==> config.mk <==
export PLATFORM = sky130hd
export DESIGN_NAME = egress_buf
export DESIGN_NICKNAME = d
export VERILOG_FILES = /design/src/rtl/egress_buf.sv
export SDC_FILE = /design/constraint.sdc
export NUM_CORES = 1
export LEC_CHECK = 0
export CELL_PAD_IN_SITES_DETAIL_PLACEMENT = 1
export CELL_PAD_IN_SITES_GLOBAL_PLACEMENT = 1
export CORE_UTILIZATION = 39
export DETAILED_ROUTE_END_ITERATION = 8
export PLACE_DENSITY = 0.87
export SLEW_MARGIN = 15
export SYNTH_ARGS = -nofsm -noshare
export SYNTH_HDL_FRONTEND = slang
export SYNTH_SLANG_ARGS = --single-unit
export TNS_END_PERCENT = 50
==> constraint.sdc <==
create_clock -name clk -period 2.45 [get_ports clk]
set_input_delay 0.49 -clock clk [delete_from_list [all_inputs] [get_ports clk]]
set_output_delay 0.49 -clock clk [all_outputs]
set_load 0.1 [all_outputs]
==> src/rtl/egress_buf.sv <==
// Egress buffer behind one crossbar output: captures packets routed to this port
// into a first-word-fall-through FIFO and drains them over valid/ready.
module egress_buf #(
  parameter int PKT_W   = 10,
  parameter int DEPTH   = 4,
  parameter int PORT_ID = 0
) (
  input  logic                     clk,
  input  logic                     rst,
  input  logic [PKT_W-1:0]         in_pkt,
  output logic [PKT_W-1:0]         out_pkt,
  output logic                     out_valid,
  input  logic                     out_ready,
  output logic                     full,
  output logic [$clog2(DEPTH):0]   level,
  output logic [7:0]               drop_cnt,
  output logic [7:0]               misr_cnt
);
  localparam int AW = $clog2(DEPTH);
  localparam int LW = AW + 1;

  logic [PKT_W-1:0] mem [DEPTH];
  logic [AW-1:0]    wr_ptr, rd_ptr;
  logic             arrive, hit, misr, push, pop, drop;

  assign arrive = in_pkt[PKT_W-1];
  assign hit    = arrive && (in_pkt[PKT_W-2 -: 2] == 2'(PORT_ID));
  assign misr   = arrive && !hit;
  assign pop    = out_valid && out_ready;
  // A full FIFO still accepts an arrival when the head leaves on the same edge.
  assign push   = hit && (!full || pop);
  assign drop   = hit && full && !pop;

  assign out_valid = (level != '0);
  assign full      = (level == LW'(DEPTH));
  assign out_pkt   = out_valid ? mem[rd_ptr] : '0;

  always_ff @(posedge clk) begin
    if (!rst) begin
      wr_ptr   <= '0;
      rd_ptr   <= '0;
      level    <= '0;
      drop_cnt <= '0;
      misr_cnt <= '0;
    end else begin
      if (push) wr_ptr <= wr_ptr + AW'(1);
      if (pop)  rd_ptr <= rd_ptr + AW'(1);
      if (push && !pop)      level <= level + LW'(1);
      else if (pop && !push) level <= level - LW'(1);
      if (drop && drop_cnt != 8'hFF) drop_cnt <= drop_cnt + 8'd1;
      if (misr && misr_cnt != 8'hFF) misr_cnt <= misr_cnt + 8'd1;
    end
  end

  // Storage needs no reset; out_pkt is masked while empty.
  always_ff @(posedge clk) begin
    if (rst && push) mem[wr_ptr] <= in_pkt;
  end
endmodule
==> metrics.txt <==
ANT cells=0; HP Class=register to register; largest net degree at the start of global routing=13; register area share after synthesis=0.619; die width=85.9 um; top-area cell type share of the netlist area=0.437; Routed WL per cell=17.2 um; RSZ-0062 raised after global routing=no; pre-CTS WS=-0.517 ns; CP max stage cell=clkdlybuf4s50_1; Worst R2R Path Depth=8; final layout net count=290; Die Height=roughly 86 um; IO Port Bufs=43; period utilization=0.973; Final ANT Viol Nets=0; Worst setup SP type=input pin; area of the multi-input gates=1040 um^2; met1 Track Usage GR=0.203; status=complete, no violations; Vias=1909; final worst slack=0.0671 ns; Post-DP HPWL=around 4.6 mm; Slew @ Worst Pin=~0.51 ns; fin crit period=2.38 ns; syn_nets=219; first-pass GRT wire length=approximately 10 mm; clock network fraction of total power=0.204; deepest clock path buffer count=2; Mean Syn Cell Area=13.9 um^2; Max-Cap Viols=0; Max Fclk=420 MHz; Clock Pin Slew Worst Setup and Hold Paths=0.07 ns; fin cells=370; vias in the first global route=2084; DR pass1 iterations=4; synthesized area=approximately 2700 um^2; clock latency on the worst-skew pair=0.34 ns; DIE AREA=7380 um^2; Final Hold Fails=0; Area after DPL=between 3000 and 4000 um^2; initial DRC count=68; Sw Share=0.418; Worst EP required=around 2.7 ns; Sw Pwr=1.73 mW; Detailed Route WL=6.37 mm; top post-synthesis cells by area=edfxtp_1 (44%), dfxtp_1 (18%), mux4_2 (8.2%); Final Setup Violations=0; worst clock skew=0.00859 ns; vias per cell=about 5.2; Leak Pwr=1.42 nW; # DRC=0; crit path buf inv count=2; crit-path max cell delay=0.48 ns; combinational power share=0.486; Crit Path Max Fanout=2; io pins=44; clock sink count=65; Setup Crit Path Kind=input pin to register; CTS buffer count=9; critical path depth in cells=9; Critical Path End Type=register; Yosys warnings=0; VDD IR max=0.356 mV; worst hold slack=0.523 ns; crit path DAT=2.65 ns; Synth Instances=198; flops & latches, synth=65; # rows=30; GR peak layer=met2; Initial Utilization=0.404; TritonCTS clock tree=yes; core area=6790 um^2; global placer's final weighted congestion=about 0.76; CTS root buf=clkbuf_8; synth unique cells=between 40 and 50; Area Overhead vs Synth=37.5%; dpl cells=353; sequential cell area=1710 um^2; Power Dens Cells=between 1000 and 1500 nW/um^2; CTS Hold Bufs=0; met3 Usage GRT=0.0549; CTS H-tree lvls=3; Max-slew headroom=0.660; all-layer global routing usage=0.192; met2 Use GR=0.351; layout cell share with drive strength beyond 1=0.350; CP top delay family=simple AND/OR/NAND/NOR gates; initial antenna violation count=0; total grt overflow=0; critical path cell sequence=clkdlybuf4s50_1 > or3b_4 > nor2_4 > ha_4 > inv_1 > fa_2 > xor2_1 > or3_1 > a21oi_1; Pint=2.42 mW; cell taking the most area after synthesis=edfxtp_1; Slew Viols, Final=0; Final Cell Area=3780 um^2; hold depth=2; Total Power=4.15 mW; fill count=671; Flop pwr share=0.310
sequential cells by signal, summed over array words and instances (netlist names), named ones only:
| register | flops |
|---|---|
| drop_cnt | 8 |
| level | 3 |
| mem | 40 |
| misr_cnt | 8 |
| rd_ptr | 2 |
| wr_ptr | 2 |
worst reg2reg max path, cell delays in order (launching register included):
cell	delay, ns
dfxtp_2	0.38
or3_1	0.37
nand2_1	0.15
ha_4	0.15
inv_1	0.04
fa_2	0.33
xor2_1	0.16
or3_1	0.31
a21oi_1	0.12
synthesized netlist by cell type (all sizes together):
cell type and instances:
edfxtp 40, dfxtp 25, nor2 15, nand3 13, and2 10, mux4 10, a21oi 7, ha 7
o21ai 7, xor2 7, and3 5, inv 5, nand2 5, or3 4, a31oi 3, clkbuf 3
mux2i 3, buf 2, nand4 2, nor3b 2, nor4 2, o211a 2, o21a 2, a311oi 1
a31o 1, a41o 1, and4 1, clkinv 1, fa 1, nand2b 1, nand3b 1, nor3 1
nor4b 1, o2111ai 1, o211ai 1, o31ai 1, or3b 1, or4 1, or4b 1, xnor2 1
power groups by stage:
stage / clock network [mW] / logic, mW / registers, mW
4_1_cts: 0.864 / 2.03 / 1.29
6_report: 0.847 / 2.02 / 1.29
5_1_grt: 0.904 / 2.10 / 1.30
3_5_place_dp: 0 / 2.02 / 1.31
3_3_place_gp: 0 / 1.98 / 1.30
2_1_floorplan: 0 / 1.18 / 1.44
area by class of cell:
type / count / share of cell area
well taps: 96 / 0.0318
flip-flops and latches: 65 / 0.451
clock inverters: 4 / 0.0116
clock buffers: 12 / 0.0358
multi-input cells: 122 / 0.277
inverters: 6 / 0.00596
repair buffers: 65 / 0.187
worst paths after layout:
check                    from           to  slack [ns]
setup / recovery    in_pkt[9]     level[2]        0.07
hold / removal    misr_cnt[1]  misr_cnt[1]        0.52
setup reg to reg     level[0]     level[2]        0.37
hold reg to reg   misr_cnt[1]  misr_cnt[1]        0.52
cell families (layout without fill, tap and decap cells):
kind of cell	count (synthesis)	in the layout	share of synthesized area
simple gates	66	66	0.139
flops	65	65	0.619
compound gates	27	27	0.0688
mux	13	13	0.0929
buf+inv	11	87	0.0155
fa+ha+maj	8	8	0.0392
xor+xnor	8	8	0.0255
what timing repair did:
item | in CTS | in global routing
setup endpoints to repair | 1 | 1
resized for setup | 4 | 2
gates cloned | 0 | 0
pin swaps | 0 | 2
buffers inserted | 0 | 1
placed cells by master (no fill, tap or decap), types with 9 or more instances in the layout:
| cell type | count |
|---|---|
| mux4_2 | 10 |
| and2_2 | 9 |
| nor2_1 | 14 |
| dfxtp_1 | 22 |
| buf_4 | 38 |
| clkbuf_8 | 9 |
| clkdlybuf4s50_1 | 12 |
| nand3_1 | 13 |
| edfxtp_1 | 40 |
| buf_12 | 15 |
per-layer routing:
metal  part of all wire  vias up
met5                  0        -
met4              0.023        0
met3              0.031       12
met2               0.55       42
met1               0.40      960
li1                   -      895
through the flow:
stage / util / setup TNS (ns)
after global routing: 0.556 / 0
final: 0.556 / 0
after CTS: 0.553 / 0
after detailed placement: 0.525 / -1.61
after global placement: 0.525 / -0.497
after floorplan: - / -1.11
Power figures use the tool's default switching activity.
